--- src/rtl/rom_arb_pkg.sv ---
// Shared constants and helpers for the ROM round-robin arbiter.
package rom_arb_pkg;

    localparam int AW_DEF    = 4;
    localparam int DW_DEF    = 8;
    localparam int ROM_DEPTH = 16;

    // Ceiling log2, minimum 1 so a 2-requester id still has one bit.
    function automatic int clog2(input int value);
        int w;
        w = 1;
        while ((1 << w) < value) w++;
        return w;
    endfunction

    // Next round-robin pointer after a grant to requester p, wrapping at n.
    function automatic int rr_next(input int p, input int n);
        return (p + 1 >= n) ? 0 : p + 1;
    endfunction

endpackage

--- src/rtl/rom_rr_arbiter_rr_pick.sv ---
// Combinational rotate-priority picker: first set req bit at or above ptr, modulo N.
module rr_pick #(
    parameter int N   = 3,
    parameter int IDW = 2
) (
    input  logic [N-1:0]   req,
    input  logic [IDW-1:0] ptr,
    output logic [N-1:0]   gnt,
    output logic [IDW-1:0] winner
);

    // Walk the requesters starting at ptr; the first active one takes the grant.
    always_comb begin
        int  idx;
        logic found;
        gnt    = '0;
        winner = '0;
        found  = 1'b0;
        idx    = 0;
        for (int k = 0; k < N; k++) begin
            idx = int'(ptr) + k;
            if (idx >= N) idx = idx - N;
            if (!found && req[idx]) begin
                found    = 1'b1;
                gnt[idx] = 1'b1;
                winner   = IDW'(idx);
            end
        end
    end

endmodule

--- src/rtl/rom_rr_arbiter.sv ---
// Round-robin arbiter sharing one synchronous ROM among N requesters.
// One read issued per cycle; responses return tagged with the requester id
// 1+ROM_LAT cycles after the grant. Optional per-requester saturating grant
// counters are built when ROM_ARB_STATS_EN is defined.
module rom_rr_arbiter
    import rom_arb_pkg::*;
#(
    parameter  int N       = 3,
    parameter  int AW      = AW_DEF,
    parameter  int DW      = DW_DEF,
    parameter  int ROM_LAT = 1,
    localparam int IDW     = clog2(N)
) (
    input  logic            clk,
    input  logic            rst,
    input  logic [N-1:0]    req,
    input  logic [N*AW-1:0] req_addr,
    output logic [N-1:0]    gnt,
    output logic [AW-1:0]   rom_addr,
    input  logic [DW-1:0]   rom_data,
    output logic            rsp_valid,
    output logic [IDW-1:0]  rsp_id,
    output logic [DW-1:0]   rsp_data
`ifdef ROM_ARB_STATS_EN
    ,
    output logic [N*16-1:0] stat_grants
`endif
);

    logic [IDW-1:0]             ptr;
    logic [IDW-1:0]             winner;
    logic [N-1:0]               pick_gnt;
    logic                       any_gnt;
    logic [ROM_LAT:0]           vld_pipe;
    logic [ROM_LAT:0][IDW-1:0]  id_pipe;

    rr_pick #(.N(N), .IDW(IDW)) u_pick (
        .req    (req),
        .ptr    (ptr),
        .gnt    (pick_gnt),
        .winner (winner)
    );

    // Grants are suppressed while reset is held so nothing is accepted then.
    assign gnt     = rst ? '0 : pick_gnt;
    assign any_gnt = |gnt;

    // Pointer advances past the winner; holds when nobody is granted.
    always_ff @(posedge clk) begin
        if (rst)          ptr <= '0;
        else if (any_gnt) ptr <= IDW'(rr_next(int'(winner), N));
    end

    // Latch the winner's address toward the ROM at the grant edge.
    always_ff @(posedge clk) begin
        if (rst)          rom_addr <= '0;
        else if (any_gnt) rom_addr <= req_addr[int'(winner)*AW +: AW];
    end

    // Valid/id shift pipe matching ROM latency; reset drops in-flight reads.
    always_ff @(posedge clk) begin
        if (rst) begin
            vld_pipe <= '0;
            id_pipe  <= '0;
        end else begin
            vld_pipe <= {vld_pipe[ROM_LAT-1:0], any_gnt};
            id_pipe  <= {id_pipe[ROM_LAT-1:0], (any_gnt ? winner : IDW'(0))};
        end
    end

    assign rsp_valid = vld_pipe[ROM_LAT];
    assign rsp_id    = id_pipe[ROM_LAT];
    assign rsp_data  = rom_data;

`ifdef ROM_ARB_STATS_EN
    for (genvar i = 0; i < N; i++) begin : g_stat
        logic [15:0] cnt;
        // Count grants to requester i, sticking at all-ones.
        always_ff @(posedge clk) begin
            if (rst)                          cnt <= '0;
            else if (gnt[i] && cnt != 16'hFFFF) cnt <= cnt + 16'd1;
        end
        assign stat_grants[i*16 +: 16] = cnt;
    end
`endif

endmodule
--- config.mk ---
export PLATFORM = sky130hd
export DESIGN_NAME = rom_rr_arbiter
export DESIGN_NICKNAME = d
export VERILOG_FILES = /design/src/rtl/rom_arb_pkg.sv /design/src/rtl/rom_rr_arbiter_rr_pick.sv /design/src/rtl/rom_rr_arbiter.sv
export SDC_FILE = /design/constraint.sdc
export NUM_CORES = 1
export LEC_CHECK = 0
export CAP_MARGIN = 20
export CORE_ASPECT_RATIO = 0.6
export CORE_MARGIN = 4
export CORE_UTILIZATION = 40
export DETAILED_ROUTE_END_ITERATION = 8
export PLACE_DENSITY_LB_ADDON = 0.15
export SYNTH_ARGS = -nofsm -noshare
export SYNTH_HDL_FRONTEND = slang
export SYNTH_SLANG_ARGS = --single-unit
--- constraint.sdc ---
create_clock -name clk -period 2.8 [get_ports clk]
set_clock_uncertainty 0.15 [all_clocks]
set_input_delay 0.28 -clock clk [delete_from_list [all_inputs] [get_ports clk]]
set_output_delay 0.28 -clock clk [all_outputs]
set_load 0.02 [all_outputs]
==> metrics.md <==
| Metric | Value |
|---|---|
| Worst setup margin | `88.1 ps` |
| Proportion of layout cells with a drive suffix above 1 | `26.3%` |
| Worst Setup SP | `ptr[0]` |
| # setup viols final | `0` |
| Critical-path top delay cell | `dfxtp_1` |
| Comb pwr share | `62.6%` |
| Setup TNS | `0 ps` |
| Number of max-cap violations | `0` |
| Final Wtd Congestion | `0.847` |
| # rows | `13` |
| Async SR Flop Fraction | `0%` |
| Critical Path End | `gnt[1]` |
| Clock Sinks | `12` |
| Startpoint types | `register` |
| PwrDens | `918 nW/um^2` |
| Nets | `163` |
| Routed WL | `2.14 mm` |
| IO Count | `43` |
| Reg-to-reg critical path endpoint | `rom_addr[0]` |
| Vias | `826` |
| Dpl cell area | `1200 um^2` |
| P&R area growth vs syn | `41.2%` |
| Die H | `45.2 um` |
| Worst endpoint data arrival time | `2280 ps` |
| Slew HR | `75.1%` |
| Peak supply drop | `426 uV` |
| Final hold vios | `0` |
| R2r setup slk | `140 ps` |
| R2R depth | `11` |
| Req. time, crit path | `2370 ps` |
| CP cell instances | `inv_1 -> ha_2 -> nand3b_1 -> buf_4 -> o221ai_2 -> a211o_1 -> o211ai_2 -> inv_2 -> dlygate4sd2_1` |
| Wire per inst | `13.1 um` |
| Count of cell types in the netlist | `33` |
| Period minus WS final | `2710 ps` |
| Mean Syn Cell Area | `8.94 um^2` |
| Crit-path max cell delay | `390 ps` |
| Post-synth top cells | `dfxtp_1 (12), mux2i_1 (12), buf_4 (10), inv_1 (7), nand2b_1 (7)` |
| Crit Path Class | `reg2out` |
| Min-delay worst type | `reg2reg` |
| Leading area contributor after synthesis | `dfxtp_1` |
| RR Startpoint | `ptr[0]` |
| Vias in the first global route | `801` |
| Gr ovfl total | `0` |
| Later-pin clock latency in the skew report | `240 ps` |
| Post-synthesis cell area | `921 um^2` |
| Pins over their slew limit | `0` |
| Post-DP HPWL | `1.64 mm` |
| CTS tree | `yes` |
| Die ar. | `3160 um^2` |
| Post-synth EDFFs | `0` |
| Clk slew on worst S/H paths | `50 ps` |
| Width of the die | `69.9 um` |
| Setup crit end kind | `primary output` |
| Final instance area | `1300 um^2` |
| Switching share of power | `38.6%` |
| CTS buffer count | `3` |
| P_sw | `461 uW` |
| Pint | `733 uW` |
| CTS Buffer Depth | `2` |
| Register bit total from synthesis | `12` |
| Outcome | `complete, no violations` |
| First-pass GRT wire length | `3.48 mm` |
| First-pass iteration count of the detailed router | `4` |
| Worst Path Buf+Inv | `4` |
| Ratio of final minimum period to clock period | `96.9%` |
| Placed Cells incl. Taps | `156` |
| H-tree Lvls | `1` |
| Finished Layout Cells | `163` |
| Post-DR vias/cell | `5.07` |
| Overall routing resource usage | `14.0%` |
| Instance count on the critical path | `9` |
| Power Total | `1.19 mW` |
| Final hold slack | `286 ps` |
| Total core area | `2180 um^2` |
| DR DRC count | `0` |
| Clock Tree Root | `clkbuf_8` |
| Top cells by area, synth | `dfxtp_1 (26%), mux2i_1 (13%), buf_4 (8.2%)` |
| Routed Antenna Nets | `0` |
| I/O Buffers | `26` |
| Diodes inserted | `0` |
| Maximum fanout along the worst path | `8` |
| CTS Hold Bufs | `0` |
| First DRT Iteration DRCs | `40` |
| Synth Warn # | `0` |
| Largest net degree at the start of global routing | `10` |
| Synth Net Count | `132` |
| Initial antenna violation count | `0` |
| Crit-path leading delay family | `buffers and inverters` |
| Tightest Pin Transition | `373 ps` |
| Static Leak | `0.594 nW` |
| Synth top area share | `26.1%` |
| Initial Utilization | `42.3%` |
| Post-Syn Instances | `103` |
| Setup WS pre-CTS | `-5.89 ps` |
| Clock power share | `15.7%` |
| Fmax | `0.369 GHz` |
| Synth Flop Type | `dfxtp_1` |
| Core Util, Final | `59.6%` |
| Seq/Total Area, Yosys | `26.1%` |
| Sequential power share | `21.7%` |
-- kinds of logic (layout without fill, tap and decap cells) --
family | Yosys count | after routing | share of synthesized area [%]
adders and majority gates | 4 | 4 | 5.43
muxes | 18 | 18 | 20.8
buffers and inverters | 23 | 53 | 14.4
and+or+nand+nor | 27 | 27 | 18.3
AOI/OAI and AO/OA | 19 | 19 | 14.9
DFF | 12 | 12 | 26.1
-- how the worst min path moves through the flow --
stage	slack, ps	start	to	depth (start not counted)
final	290	id_pipe[0]	rsp_id[0]	1
after global routing	300	id_pipe[0]	rsp_id[0]	1
after CTS	290	id_pipe[0]	rsp_id[0]	1
after detailed placement	280	vld_pipe[0]	vld_pipe[1]	1
after global placement	270	id_pipe[0]	rsp_id[0]	1
after floorplan	260	id_pipe[0]	rsp_id[0]	1
-- power groups by stage --
stage                     combinational [mW]  clock (mW)  sequential, mW
after floorplan                        0.463           0           0.296
after global placement                 0.718           0           0.262
after detailed placement               0.721           0           0.262
after CTS                              0.733       0.194           0.260
after global routing                   0.814       0.201           0.266
final                                  0.747       0.188           0.259
-- metal layers --
metal	routed length [um]	up-vias	part of all wire (%)	global-route usage, %
met1	1020	379	48	17.3
met3	153	7	7.1	5.33
met2	942	34	44	23.1
met4	25	0	1.2	4.58
li1	-	406	-	-
met5	0	-	0	0
-- sequential cells by signal (all words and copies together) (netlist names) --
register	count
rom_addr	4
ptr	2
id_pipe	2
rsp_id	2
vld_pipe	2
-- final cells by class --
class	instances	area, um^2
timing repair buffer	40	367
multi-input combinational	68	567
tap	30	37.5
clock buffer	4	55.1
sequential	12	240
fill	201	880
inverter	9	33.8
-- timing repair --
| item | 4_1_cts | 5_1_grt |
|---|---|---|
| setup buffers | 0 | 3 |
| endpoints found under the setup margin | 3 | 6 |
| resized for setup | 5 | 4 |
| cloned | 0 | 0 |
| pin swaps | 0 | 1 |
-- layout by cell type (no fill, tap or decap), types with 4 or more instances in the layout --
cell             instances
nor2_1                   5
clkdlybuf4s50_1         23
mux2_2                   5
a21oi_1                  5
nand2b_1                 7
nor2b_1                  6
mux2i_1                 12
dfxtp_1                 12
buf_4                   14
inv_1                    7
clkbuf_8                 4
No activity file was read; power rests on OpenSTA's default activity.
==> edit 1, RTL diff (same flow settings) <==
Build with the macro `ROM_ARB_STATS_EN` defined.
--- a/src/rtl/rom_rr_arbiter.sv
+++ b/src/rtl/rom_rr_arbiter.sv
@@ -4,2 +4,4 @@
 // counters are built when ROM_ARB_STATS_EN is defined.
+`define ROM_ARB_STATS_EN
+
 module rom_rr_arbiter
Check against the original RTL (old outputs only; new: stat_grants): equivalent (Yosys induction, for registers that start in step).
==> edit 1 against the unedited design <==
  * Cell area grew to 3.5 times the old value
  * Sequential cell count increased by 48
  * Critical path depth unchanged
  * Largest cell class unchanged
  * Setup slack worse by 18 ps
  * Total power grew to 2.9 times the old value
  * Area after synthesis increased to 3.6 times the old value
  * Sequential share of layout area is 7.7 points higher
  * Via count grew to 3.8 times the old value
  * Critical path type unchanged
  * Wire length increased to 3.9 times the old value
==> edit 1: results (changes against the unedited design) <==
[outcome]
status=finished, final reports clean

[grt]
grt_pass1_vias=2960  ; +270%
grtUsageTotal_pct=17.7  ; +3.7 points
grt_max_degree=27  ; +17
grt_pass1_wl_mm=14.3  ; +310%
grt_antenna_before_repair=0  ; unchanged

[logic_synthesis]
ys.flop_type=dfxtp_1
async_flop_share_pct=0  ; unchanged
yosysWarningCount=0  ; unchanged
ys_seq_area_share_pct=36.6  ; +10 points
synthTopCellsByCount=dfxtp_1 (60), nand2_1 (33), nor2_1 (33)
synth_fp_nets=418  ; +220%
ys_top_cells_by_area=dfxtp_1 (37%), mux2_2 (4.8%), mux2i_1 (4.6%)
synth.distinct_cells=49  ; +48%

[final_layout]
largestRegisters=g_stat.cnt (48), rom_addr (4)
fillers=746  ; +270%
drive_above_1_share_pct=17.7  ; -8.6 points
diodes=0  ; unchanged
nets=508  ; +210%

[power_and_ir_drop]
vdd_drop_max_v=0.000392  ; -8.2%
power.leakage_nw=1.69  ; +180%

[sta]
min_period_over_period_pct=97.5  ; +0.63 points
worst_slew_margin_rel_pct=53.8  ; -21 points

[place]
hpwl_mm=6.04  ; +270%
port_buffers=74  ; +180%
gp_congestion=0.830  ; -1.9%

[setup_path]
critical_path.max_fanout=7  ; -1
cp_slowest_stage_delay_ps=320  ; -70 ps
crit_family=compound AO/OA/AOI/OAI gates
cp_slowest_cell=dfxtp_1
worstPathArrival_ps=2300  ; +20 ps

[clocking]
root_buffer=clkbuf_16
cts_max_path_buffers=2  ; unchanged
cts_buffers=9  ; +6
htree_levels=3  ; +2
insertion_delay_ps=320  ; +80 ps
clkTransAtPathRegs_ps=50  ; about the same

[routing]
dr.pass1.iters=4  ; unchanged
wire_per_inst_um=14.2  ; +8.0%
viasPerCell=5.36  ; +5.9%
drt_iter0_markers=237  ; +490%

[hold_path]
hold_path_class=in -> reg

[edit 1: logic make-up after synthesis]
kind of cell	after synthesis	share of synthesized area, %
adders and majority gates	7	2.67
buffers and inverters	42	6.78
AOI/OAI and AO/OA	61	12.7
and+or+nand+nor	175	28.8
xor gates and xnor gates	12	3.20
muxes	29	9.37
DFF	60	36.6
[edit 1: per-stage QoR]
stage	worst slack [ps]	instances	power [mW]	cell area (µm²)	setup TNS, ps
6_report	70.5	588	3.47	4600	0
5_1_grt	2.32	588	3.69	4600	0
4_1_cts	6.13	586	3.43	4550	0
3_5_place_dp	-179	571	2.42	4260	-570
3_3_place_gp	-176	571	2.39	4260	-280
2_1_floorplan	110	386	1.84	3290	0
[edit 1: area by class of cell]
type	count	area, µm²	area share (%)
Multi-Input combinational cell	284	1920	41.8
Sequential cell	60	1200	26.1
Timing Repair Buffer	109	1020	22.1
Clock buffer	13	260	5.66
Tap cell	108	135	2.94
Inverter	12	50.0	1.09
Clock inverter	2	10.0	0.218
[edit 1: path summary, 6_finish.rpt]
check,startpoint,endpoint,slack (ps),depth (start not counted)
worst min register to register,id_pipe[0]$_SDFF_PP0_,rsp_id[0]$_SDFF_PP0_,290,1
worst max-delay path,ptr[1]$_SDFFE_PP0P_,gnt[0],70,9
worst min-delay path,rst,g_stat[0].cnt[4]$_SDFFE_PP0P_,210,3
worst max register to register,ptr[1]$_SDFFE_PP0P_,g_stat[2].cnt[7]$_SDFFE_PP0P_,80,10
[edit 1: layer usage]
metal  part of all wire (%)  vias up  track usage, %  wire length, µm
met5                      0        -               0                0
met1                     49     1472            23.8             4110
met3                    7.8        6            6.93              649
li1                       -     1579               -                -
met2                     42       97            26.4             3520
met4                   0.68        0            5.19               57
[edit 1: power by group]
group          switching, mW  internal (mW)
clock                  0.352          0.638
sequential            0.0609          0.954
combinational          0.729          0.738
total                   1.14           2.33
[edit 1: what timing repair did]
item,in CTS,in global routing
buffers inserted,0,2
pin swaps,2,2
hold endpoints to repair,0,0
resized for setup,16,12
endpoints found under the setup margin,10,20
[edit 1: tightest hold or removal path, delay by kind of cell]
kind | cells | cell delay, ps
buf+inv | 1 | 140
mux | 1 | 140
simple gates | 1 | 90
==> edit 2, RTL diff (same flow settings) <==
Without the edit above. Set the package constant `AW_DEF` to 3 (it was 4).
--- a/src/rtl/rom_arb_pkg.sv
+++ b/src/rtl/rom_arb_pkg.sv
@@ -3,3 +3,3 @@
 
-    localparam int AW_DEF    = 4;
+    localparam int AW_DEF    = 3;
     localparam int DW_DEF    = 8;
Ports: changed (resized req_addr and rom_addr); port bits go from 43 to 39. The function was not compared with the original's and may differ.
==> edit 2 against the unedited design <==
  * Area after synthesis grew 6.0%
  * Global-route usage shrank 0.20 points
  * Sequential power shrank 6%
  * Cell area shrank 4.2%
  * Total power grew 23%
  * Worst hold slack gained 4.9 ps
  * Sequential cell count shrank 1
  * Sequential share of layout area shrank 0.79 points
  * Wire length grew 6.3%
  * Setup slack gained 26 ps
  * Largest power group unchanged
==> edit 2: results (changes against the unedited design) <==
[logic_synthesis]
synth_fa_ha_area_share_pct=5.13  ; -0.31 points
synth_cells=118  ; +15%
synthMuxAreaShare_pct=6.15  ; -15 points
synth_fp_nets=144  ; +9.1%
synth.distinct_cells=38  ; +15%
ys_top_cells_by_area=dfxtp_1 (23%), buf_4 (9.2%), mux2i_1 (6.2%)
synth-compound-area-share_pct=23.8  ; +8.9 points
ys_seq_area_share_pct=22.6  ; -3.5 points
synthTopCellsByCount=buf_4 (12), dfxtp_1 (11), a21oi_1 (9), nor2_1 (9), o21ai_0 (8)
synth_top_family_by_area=simple AND/OR/NAND/NOR gates

[setup_path]
timing.rr.end=rom_addr[2]$_SDFFE_PP0P_
worstPathArrival_ps=2260  ; -20 ps
reg2reg_slack_ps=150
cp_slowest_cell=dlygate4sd2_1
crit_family=compound AO/OA/AOI/OAI gates
critical_path.max_fanout=3  ; -5
r2r_cells=10  ; -1

[power_and_ir_drop]
power.leakage_nw=0.519  ; -13%
swShare_pct=43.4  ; +4.7 points
power-per-cell-area_nw_per_um2=1180  ; +28%
comb_power_share_pct=72.7  ; +10 points
pwr-share-seq_pct=16.7  ; -5.0 points
vdd_drop_max_v=0.000502  ; +18%

[routing]
wl_met1_mm=1.10  ; +7.9%
viasPerCell=5.21  ; +2.8%
routed_wl_mm=2.28  ; +6.3%
wire_per_inst_um=13.3  ; +1.3%
drt_iter0_markers=45  ; +13%
dr_wl_met2_mm=1.03  ; +9.0%
met3_length_um=130  ; -15%

[final_layout]
diodes=0  ; unchanged
drive_above_1_share_pct=19.9  ; -6.5 points
fillers=217  ; +8.0%
largest_reg_flops=3  ; -1

[hold_path]
holdCritStartpoint=id_pipe[1]$_SDFF_PP0_
hold_path_end=rsp_id[1]$_SDFF_PP0_

[grt]
grtUsageTotal_pct=13.8  ; -0.20 points
grt_pass1_vias=769  ; -4.0%
met1_usage_pct=18.1  ; +0.77 points
grt_pass1_wl_mm=3.52  ; +1.0%
use_met2_pct=22.8  ; -0.27 points
grt_use_met3_pct=4.36  ; -0.98 points
grt_max_degree=17  ; +7
grt_antenna_before_repair=0  ; unchanged

[place]
hpwl_mm=1.85  ; +13%
placedCellCount=167  ; +7.1%
dp_slack_ps=-46.9  ; -41.0 ps
gp_congestion=0.968  ; +14%
dpl_cell_area_um2=1200  ; -0.52%

[sta]
holdWs_ps=291  ; +4.91 ps
worst_pin_slew_ps=336  ; -36.6 ps

[clocking]
insertion_delay_ps=240  ; about the same

[outcome]
status=finished, final reports clean

edit 2: worst max path at each step:
| stage | start | to | slack [ps] | cells after the start |
|---|---|---|---|---|
| 6_report | ptr[0]$_SDFFE_PP0P_ | gnt[1] | 110 | 7 |
| 5_1_grt | ptr[0]$_SDFFE_PP0P_ | rom_addr[2]$_SDFFE_PP0P_ | -8 | 10 |
| 4_1_cts | ptr[0]$_SDFFE_PP0P_ | gnt[0] | 110 | 9 |
| 3_5_place_dp | req[2] | gnt[0] | -50 | 8 |
| 3_3_place_gp | req[2] | gnt[0] | 30 | 8 |
| 2_1_floorplan | ptr[0]$_SDFFE_PP0P_ | rom_addr[2]$_SDFFE_PP0P_ | 50 | 11 |
edit 2: cell type report:
class	instances	area (µm²)	share of cell area, %
flip-flops and latches	11	220	17.7
repair buffers	37	330	26.5
clock buffers	4	45.0	3.62
well taps	30	37.5	3.02
multi-input cells	82	586	47.0
inverters	7	26.3	2.11
